==> config.mk <==
export PLATFORM = sky130hd
export DESIGN_NAME = ps2_host_tx
export DESIGN_NICKNAME = d
export VERILOG_FILES = /design/src/rtl/ps2_host_tx.sv
export SDC_FILE = /design/constraint.sdc
export NUM_CORES = 1
export LEC_CHECK = 0
export BUFFER_PORTS_ARGS = -buffer_cell sky130_fd_sc_hd__buf_2
export CAP_MARGIN = 20
export CORE_ASPECT_RATIO = 1.2
export CORE_MARGIN = 2
export CORE_UTILIZATION = 35
export CTS_CLUSTER_DIAMETER = 200
export DETAILED_ROUTE_END_ITERATION = 7
export SYNTH_ARGS = -nofsm -noshare
export SYNTH_HDL_FRONTEND = slang
export SYNTH_SLANG_ARGS = --single-unit
export TNS_END_PERCENT = 50
==> constraint.sdc <==
create_clock -name clk -period 1.7 [get_ports clk]
set_input_delay 0.34 -clock clk [delete_from_list [all_inputs] [get_ports clk]]
set_output_delay 0.34 -clock clk [all_outputs]
set_load 0.01 [all_outputs]
==> src/rtl/ps2_host_tx.sv <==
// PS/2 host-to-device command transmitter (open-drain clock/data enables).
// Optional retry on failure when PS2_TX_RETRY_EN is defined.
module ps2_host_tx #(
  parameter int INHIBIT_CYCLES = 12000,
  parameter int TIMEOUT_CYCLES = 1500000,
  parameter int FILT_LEN       = 8
`ifdef PS2_TX_RETRY_EN
  ,
  parameter int MAX_RETRY      = 2
`endif
) (
  input  logic       clk,
  input  logic       rstn,
  input  logic [7:0] tx_data,
  input  logic       tx_valid,
  output logic       tx_ready,
  input  logic       ps2_c_in,
  input  logic       ps2_d_in,
  output logic       ps2_c_oe,
  output logic       ps2_d_oe,
  output logic       busy,
  output logic       done,
  output logic       err,
  output logic [1:0] err_code
);

  localparam int IW = $clog2(INHIBIT_CYCLES + 1);
  localparam int WW = $clog2(TIMEOUT_CYCLES + 1);
  localparam int FW = $clog2(FILT_LEN + 1);

  localparam logic [2:0] IDLE      = 3'd0;
  localparam logic [2:0] INHIBIT   = 3'd1;
  localparam logic [2:0] RTS       = 3'd2;
  localparam logic [2:0] XFER      = 3'd3;
  localparam logic [2:0] ACK       = 3'd4;
  localparam logic [2:0] WAIT_IDLE = 3'd5;

  localparam logic [1:0] E_TIMEOUT = 2'b01;
  localparam logic [1:0] E_NOACK   = 2'b10;

  logic [2:0]    state;
  logic [7:0]    shift;
  logic          par;
  logic          dbit;
  logic [3:0]    n;
  logic [IW-1:0] icnt;
  logic [WW-1:0] wdog;

  logic          c_s1, c_s2, d_s1, d_s2;
  logic          c_f, d_f, c_fq;
  logic [FW-1:0] c_cnt, d_cnt;
  logic          fall;

  logic          fail;
  logic [1:0]    fail_code;
  logic          wd_hit;

`ifdef PS2_TX_RETRY_EN
  localparam int RW = $clog2(MAX_RETRY + 1) + 1;
  logic [RW-1:0] retries;
`endif

  always_ff @(posedge clk or negedge rstn) begin
    if (!rstn) begin
      c_s1 <= 1'b1;
      c_s2 <= 1'b1;
      d_s1 <= 1'b1;
      d_s2 <= 1'b1;
    end else begin
      c_s1 <= ps2_c_in;
      c_s2 <= c_s1;
      d_s1 <= ps2_d_in;
      d_s2 <= d_s1;
    end
  end

  // A new level is accepted only after FILT_LEN consecutive differing samples
  always_ff @(posedge clk or negedge rstn) begin
    if (!rstn) begin
      c_f   <= 1'b1;
      c_cnt <= '0;
    end else if (c_s2 == c_f) begin
      c_cnt <= '0;
    end else if (c_cnt == FW'(FILT_LEN - 1)) begin
      c_f   <= c_s2;
      c_cnt <= '0;
    end else begin
      c_cnt <= c_cnt + 1'b1;
    end
  end

  always_ff @(posedge clk or negedge rstn) begin
    if (!rstn) begin
      d_f   <= 1'b1;
      d_cnt <= '0;
    end else if (d_s2 == d_f) begin
      d_cnt <= '0;
    end else if (d_cnt == FW'(FILT_LEN - 1)) begin
      d_f   <= d_s2;
      d_cnt <= '0;
    end else begin
      d_cnt <= d_cnt + 1'b1;
    end
  end

  always_ff @(posedge clk or negedge rstn) begin
    if (!rstn) c_fq <= 1'b1;
    else       c_fq <= c_f;
  end

  assign fall   = c_fq & ~c_f;
  assign wd_hit = (wdog == WW'(TIMEOUT_CYCLES - 1));

  always_comb begin
    fail      = 1'b0;
    fail_code = 2'b00;
    case (state)
      XFER: begin
        if (!fall && wd_hit) begin
          fail      = 1'b1;
          fail_code = E_TIMEOUT;
        end
      end
      ACK: begin
        if (fall && d_f) begin
          fail      = 1'b1;
          fail_code = E_NOACK;
        end else if (!fall && wd_hit) begin
          fail      = 1'b1;
          fail_code = E_TIMEOUT;
        end
      end
      WAIT_IDLE: begin
        if (!(c_f && d_f) && !fall && wd_hit) begin
          fail      = 1'b1;
          fail_code = E_TIMEOUT;
        end
      end
      default: ;
    endcase
  end

  always_ff @(posedge clk or negedge rstn) begin
    if (!rstn) begin
      state    <= IDLE;
      shift    <= '0;
      par      <= 1'b0;
      dbit     <= 1'b0;
      n        <= '0;
      icnt     <= '0;
      wdog     <= '0;
      done     <= 1'b0;
      err      <= 1'b0;
      err_code <= 2'b00;
`ifdef PS2_TX_RETRY_EN
      retries  <= '0;
`endif
    end else begin
      done <= 1'b0;
      err  <= 1'b0;
      case (state)
        IDLE: begin
          if (tx_valid) begin
            shift <= tx_data;
            par   <= ~^tx_data;
            icnt  <= '0;
            state <= INHIBIT;
`ifdef PS2_TX_RETRY_EN
            retries <= '0;
`endif
          end
        end
        INHIBIT: begin
          if (icnt == IW'(INHIBIT_CYCLES - 1)) begin
            icnt  <= '0;
            state <= RTS;
          end else begin
            icnt <= icnt + 1'b1;
          end
        end
        RTS: begin
          dbit  <= 1'b1;
          n     <= '0;
          wdog  <= '0;
          state <= XFER;
        end
        XFER: begin
          if (fall) begin
            wdog <= '0;
            n    <= n + 1'b1;
            if (n < 4'd8) begin
              dbit <= ~shift[n[2:0]];
            end else if (n == 4'd8) begin
              dbit <= ~par;
            end else begin
              dbit  <= 1'b0;
              state <= ACK;
            end
          end else begin
            wdog <= wdog + 1'b1;
          end
        end
        ACK: begin
          if (fall) begin
            wdog  <= '0;
            state <= WAIT_IDLE;
          end else begin
            wdog <= wdog + 1'b1;
          end
        end
        WAIT_IDLE: begin
          if (c_f && d_f) begin
            done  <= 1'b1;
            state <= IDLE;
          end else if (fall) begin
            wdog <= '0;
          end else begin
            wdog <= wdog + 1'b1;
          end
        end
        default: state <= IDLE;
      endcase

      if (fail) begin
        dbit <= 1'b0;
        wdog <= '0;
`ifdef PS2_TX_RETRY_EN
        if (retries < RW'(MAX_RETRY)) begin
          retries <= retries + 1'b1;
          icnt    <= '0;
          state   <= INHIBIT;
        end else begin
          err      <= 1'b1;
          err_code <= fail_code;
          state    <= IDLE;
        end
`else
        err      <= 1'b1;
        err_code <= fail_code;
        state    <= IDLE;
`endif
      end
    end
  end

  assign tx_ready = (state == IDLE);
  assign busy     = ~tx_ready;
  assign ps2_c_oe = (state == INHIBIT) | (state == RTS);
  assign ps2_d_oe = (state == RTS) | ((state == XFER) & dbit);

endmodule
==> run summary, run 1 <==
PwrDens = 1060 nW/um^2
Setup-failing EPs final = 29
Synth Area in XOR/XNOR = 0.0529
Synthesized area = 3810 um^2
Adder-cell share of the synthesized area = 0.0230
Starting DRT DRC Count = 140
Ys flop type = dfrtp_1
Die Area = 11700 um^2
Vias in the first global route = 3387
Starting Density = 0.361
Warnings from Yosys = 0
Antenna violations before repair = 0
DR WL/cell = 14.9 um
# IOs = 21
Clock skew = 0.00501 ns
Synth top area cells = dfrtp_1 (42%), dfstp_2 (4.8%), nand2_1 (4.4%)
Hold path endpoint = c_s1$_DFF_PN1_
Top cells by count, synth = dfrtp_1 (64), nand2_1 (45), nor2_1 (35)
HP Class = primary input to register
Fin Setup TNS = -4.14 ns
WHS Path Cells = 1
Clk slew on worst S/H paths = 0.06 ns
Ratio of cells with drive above 1 in the final layout = 0.343
Reg power frac = 0.391
Filler cell count = 976
Placed cell area = 4590 um^2
Seq/Total Area, Yosys = 0.468
Violated checks = setup timing
GRT Util Overall = 0.166
Max incr delay on CP = 0.55 ns
Top-count cell post-synth = dfrtp_1
Core Area = 10600 um^2
Max-slew violations = 0
Vias per inst = 5.24
RSZ-0062 raised after global routing = true
ANT cells = 0
Cells on worst reg2reg path = 5
CP delay by family, top = simple AND/OR/NAND/NOR gates
Number of clock sinks = 71
Root Buffer = clkbuf_16
Clock Latency Late Sink = 0.34 ns
Largest family of logic cells by synthesized area = simple AND/OR/NAND/NOR gates
Final HPWL DP = 6540 um
Total number of vias = 3254
Final Hold Fails = 0
Final GP Congestion = 0.821
Final Non-Filler Cells = 621
LEAKAGE = 0.00226 uW
Mapped Cells = 394
Yosys reg bits = 71
Post-Synth Simple-Gate Area = 0.250
Synth Area per Inst = 9.67 um^2
Nets = 507
Reg2reg end = wdog[8]$_DFFE_PN0P_
WP buf/inv = 0
Fraction of the mapped netlist area in compound gates = 0.125
FP Rows = 41
P_sw = 1620 uW
Critical R2R Launch = wdog[7]$_DFFE_PN0P_
FF+latch area = 1790 um^2
Status = complete, but fails checks
R2R Setup Slk = -0.22 ns
Fmax = 522 MHz
Number of remaining DRC errors = 0
Post-synthesis mux area share = 0.0496
Setup CP Type = register to register
Drt total wl = 9230 um
Pre-Repair DR Iteration Count = 5
Maximum VDD drop = 816 uV
Area of the multi-input gates = 2090 um^2
Comb pwr share = 0.256
Period utilisation layout = 1.13
Placed insts = 598
Final worst setup slack = -0.217 ns
Number of flops mapped to enable cells by yosys = 0
Distinct cells, synth = 58
Global route overflow = 0
Non-Filler Cell Area, Final = 5100 um^2
Async set-reset flop share out of synthesis = 1.00
Yosys top cell by area = dfrtp_1
Number of I/O port buffers = 20
Type of origin of the critical path = register
Fin crit period = 1.92 ns
Max-capacitance violation count = 0
H-tree levels = 3
Clk network pwr share = 0.352
Max FO, Critical Path = 8
CP arrival = 2.14 ns
First-pass GRT wire length = 15700 um
Sw Ratio = 0.300
Die Ht = 118 um
Die Span X = 99.3 um
Remaining antenna violation count after routing = 0
Post-synth top area share = 0.420
Synth-to-Final Area Change = 33.8%
WP data required = 1.92 ns
Crit end category = register
Pin count of the biggest net entering global routing = 37
Pint = 3790 uW
Beginning of the worst hold path = ps2_c_in
TritonCTS buffer count = 9
CTS tree = built
CTS Buffer Depth = 2
Synthesized Nets = 414
Slew @ Worst Pin = 0.535 ns
Relative slew margins = 0.634
Worst-path cell chain = or4b_4, nor4_4, nand3_4, a21oi_4, nor2_1
CP max stage cell = or4b_4
-- layout by cell type, fill, tap and decap left out, types with 4 or more instances in the layout --
master and n:
buf_4 62, dfrtp_1 59, nand2_1 43, nor2_1 33, buf_2 20, nand3_1 18, inv_1 16, xnor2_1 15
o21ai_0 15, nor3_1 14, o21ai_1 12, a21oi_1 11, mux2_2 11, nand4_1 10, clkbuf_16 9, xor2_1 8
dfstp_2 7, nor2b_1 6, nand2b_1 5, ha_1 5, dfrtp_2 5, buf_6 5, and2_1 4, or3_1 4
and3_1 4
-- power by group through the flow --
stage                     registers (uW)  clock network [uW]  logic [uW]
final                               2120                1910        1390
after global routing                2160                2010        1550
after CTS                           2120                1940        1320
after detailed placement            2150                   0        1270
after global placement              2130                   0        1230
after floorplan                     2140                   0         751
-- worst reg2reg max path: stages (launching register included) --
cell,delay [ns]
dfrtp_1,0.37
or4b_4,0.55
nor4_4,0.28
nand3_4,0.25
a21oi_4,0.28
nor2_1,0.08
-- worst max-delay path by stage --
stage / to / slack (ns) / startpoint / cells after the start
floorplan: wdog[5]$_DFFE_PN0P_ / -0.13 / wdog[7]$_DFFE_PN0P_ / 6
global route: wdog[5]$_DFFE_PN0P_ / -0.30 / wdog[7]$_DFFE_PN0P_ / 5
global placement: wdog[7]$_DFFE_PN0P_ / -0.18 / wdog[7]$_DFFE_PN0P_ / 5
CTS: wdog[18]$_DFFE_PN0P_ / -0.19 / wdog[7]$_DFFE_PN0P_ / 5
detailed placement: wdog[20]$_DFFE_PN0P_ / -0.23 / wdog[7]$_DFFE_PN0P_ / 5
finish: wdog[8]$_DFFE_PN0P_ / -0.22 / wdog[7]$_DFFE_PN0P_ / 5
-- kinds of logic (layout without fill, tap and decap cells) --
group	count (synthesis)	after routing
AND/OR/NAND/NOR	176	177
multiplexers	15	15
flip-flops	71	71
AO/OA/AOI/OAI	75	76
XOR/XNOR	23	23
buffers and inverters	27	123
adder cells (fa/ha/maj)	7	7
-- area by class of cell --
type	count	share of cell area
Clock inverter	4	0.00883
Timing Repair Buffer	91	0.136
Clock buffer	12	0.0503
Sequential cell	71	0.351
Tap cell	129	0.0316
Multi-Input combinational cell	298	0.410
Inverter	16	0.0118
-- registers in the layout, indices dropped and copies added (netlist names) --
signal,count
wdog,21
icnt,14
shift,8
c_cnt,4
d_cnt,4
n,4
state,3
err_code,2
c_f,1
c_fq,1
c_s1,1
c_s2,1
d_f,1
d_s1,1
d_s2,1
dbit,1
done,1
err,1
par,1
-- per-layer routing --
| layer | GRT usage | share of wire | wire length [um] |
|---|---|---|---|
| met1 | 0.202 | 0.44 | 4070 |
| met2 | 0.279 | 0.51 | 4680 |
| met3 | 0.0343 | 0.026 | 242 |
| met4 | 0.0788 | 0.025 | 231 |
| met5 | 0 | 0 | 0 |
-- repair_timing --
item                                    4_1_cts  5_1_grt
buffers inserted                              5        0
hold buffers                                  1        0
pin swaps                                     9       14
endpoints found under the setup margin       39       52
resized for setup                            16       27
cloned                                        2        0
endpoints found under the hold margin        16        0
-- stage by stage --
stage                     utilization  hold slack [ns]  total power (uW)  worst slack, ns
final                           0.483            0.104              5420           -0.217
after CTS                       0.474           0.0963              5380           -0.190
after floorplan                     -           0.0444              2890           -0.129
after global placement          0.434            0.341              3360           -0.182
after detailed placement        0.434            0.331              3420           -0.228
after global routing            0.483           0.0935              5730           -0.303
No activity file was read; power rests on OpenSTA's default activity.
==> run 2, diff against run 1 <==
--- a/config.mk
+++ b/config.mk
@@ -12,7 +12,8 @@
 export CORE_UTILIZATION = 35
 export CTS_CLUSTER_DIAMETER = 200
 export DETAILED_ROUTE_END_ITERATION = 7
+export GPL_TIMING_DRIVEN = 0
+export MAX_ROUTING_LAYER = met4
 export SYNTH_ARGS = -nofsm -noshare
 export SYNTH_HDL_FRONTEND = slang
 export SYNTH_SLANG_ARGS = --single-unit
-export TNS_END_PERCENT = 50
==> run 2 against run 1 <==
Against the previous run: the run still ends with setup timing left; worst setup slack got worse by 0.067 ns; combinational power fell by 7%; critical endpoint is now wdog[5]$_DFFE_PN0P_; first-iteration DRC count increased by 5.7%; flip-flop and latch count did not move; critical path depth grew 1; sequential power increased by 6%; register-to-register slack got worse by 0.07 ns; maximum frequency fell by 3.4%; non-clock buffer count shrank 26; critical path type unchanged; cell area grew 0.34%; via count increased by 1.1%.
==> run summary, run 2 (synthesis gave the netlist of run 1 again) <==
Number of clock sinks = 71
Worst hold slack = 0.106 ns
First-pass GRT wire length = 15600 um
DR WL/cell = 16.0 um
FP Rows = 41
Area of the multi-input gates = 2300 um^2
Final Hold Fails = 0
FF+latch area = 1800 um^2
Clk network pwr share = 0.332
Final GP Congestion = 0.830
Die Span X = 99.3 um
Max-slew violations = 0
Largest regs = wdog (21), icnt (14), shift (8)
Pint = 3600 uW
Largest Register = wdog
Sw Ratio = 0.318
GRT met1 Usage = 0.213
GRT busiest layer = met2
Max FO, Critical Path = 10
Pre-Repair DR Iteration Count = 4
WP data required = 1.91 ns
Period utilisation layout = 1.17
Total number of vias = 3290
Nets = 480
Worst-path cell chain = or4b_4, nor4_4, nand3_4, buf_6, a32oi_1, o21ai_1
P_sw = 1680 uW
Number of I/O port buffers = 20
GRT Util Overall = 0.167
ANT cells = 0
HP Class = primary input to register
Violated checks = setup timing
TritonCTS buffer count = 9
Final Non-Filler Cells = 594
Status = complete, but fails checks
Fin crit period = 1.98 ns
Clock skew = 0.00608 ns
Relative slew margins = 0.619
Type of origin of the critical path = register
Die Ht = 118 um
Clk slew on worst S/H paths = 0.06 ns
Grt met2 use = 0.257
Remaining antenna violation count after routing = 0
Maximum VDD drop = 550 uV
Placed insts = 544
Fmax = 504 MHz
CTS tree = built
CTS Buffer Depth = 2
Clock Latency Late Sink = 0.33 ns
Non-Filler Cell Area, Final = 5120 um^2
Setup WS pre-CTS = -0.440 ns
Most frequent cells in the layout = dfrtp_1 (56), nand2_1 (41), nor2_1 (29), buf_4 (26), buf_2 (21)
Global route overflow = 0
Crit end category = register
# IOs = 21
H-tree levels = 3
Number of remaining DRC errors = 0
CP max stage cell = or4b_4
Fin Setup TNS = -5.03 ns
Setup-failing EPs final = 32
LEAKAGE = 0.00213 uW
CP arrival = 2.20 ns
Antenna violations before repair = 0
Ratio of cells with drive above 1 in the final layout = 0.374
Max-capacitance violation count = 0
Slew @ Worst Pin = 0.567 ns
CP delay by family, top = simple AND/OR/NAND/NOR gates
Core Area = 10600 um^2
Starting Density = 0.361
PwrDens = 1030 nW/um^2
Synth-to-Final Area Change = 34.3%
Die Area = 11700 um^2
Met3 Use GR = 0.0278
WP buf/inv = 1
Final worst setup slack = -0.284 ns
Drt total wl = 9480 um
Reg power frac = 0.424
Placed cell area = 4160 um^2
Vias per inst = 5.54
Comb pwr share = 0.244
Commonest non-fill, non-tap cell in the layout = dfrtp_1
Max incr delay on CP = 0.55 ns
Pin count of the biggest net entering global routing = 71
Root Buffer = clkbuf_16
Filler cell count = 957
Starting DRT DRC Count = 148
Final HPWL DP = 5680 um
RSZ-0062 raised after global routing = true
Vias in the first global route = 3258
Max reg flops = 21
Setup CP Type = register to register
==> run 2: final timing paths <==
check                                    start                  end  slack, ns  cells past startpoint
setup / recovery           wdog[7]$_DFFE_PN0P_  wdog[5]$_DFFE_PN0P_      -0.28                      6
setup reg to reg           wdog[7]$_DFFE_PN0P_  wdog[5]$_DFFE_PN0P_      -0.28                      6
max in group asynchronous                 rstn       d_s1$_DFF_PN1_       0.80                      3
hold / removal                        ps2_c_in       c_s1$_DFF_PN1_       0.11                      1
hold reg to reg                 d_s1$_DFF_PN1_       d_s2$_DFF_PN1_       0.36                      0
min in group asynchronous                 rstn   d_cnt[3]$_DFF_PN0_       0.35                      2
==> run 2: layout make-up <==
class / count / share of cell area
plain buffers: 8 / 0.0144
inverters: 16 / 0.0127
clock buffers: 12 / 0.0501
clock inverters: 4 / 0.00391
flip-flops and latches: 71 / 0.351
well taps: 129 / 0.0315
multi-input cells: 297 / 0.449
repair buffers: 57 / 0.0878
==> run 2: per-layer routing <==
| metal | up-vias | routed length (um) | share of wire |
|---|---|---|---|
| li1 | 1558 | - | - |
| met1 | 1652 | 4070 | 0.43 |
| met2 | 57 | 4910 | 0.52 |
| met3 | 23 | 245 | 0.026 |
| met4 | 0 | 253 | 0.027 |
| met5 | - | 0 | 0 |
==> run 2: per-stage QoR <==
| stage | utilization | total power [uW] |
|---|---|---|
| floorplan | - | 2890 |
| global placement | 0.390 | 3160 |
| detailed placement | 0.393 | 3200 |
| CTS | 0.451 | 5150 |
| global route | 0.484 | 5610 |
| finish | 0.484 | 5290 |
==> run 2: power groups by stage <==
stage	logic, uW	registers (uW)	clock network, uW
after CTS	1140	2210	1800
after floorplan	754	2140	0
after detailed placement	989	2210	0
after global routing	1440	2290	1880
after global placement	960	2200	0
final	1290	2240	1760
==> run 2: what timing repair did <==
item                                    4_1_cts  5_1_grt
gates cloned                                  1        0
hold buffers                                  1        0
endpoints found under the setup margin       56       55
pin swaps                                    16       24
setup buffers                                17       19
endpoints found under the hold margin         1        0
gates resized for setup                      51       60
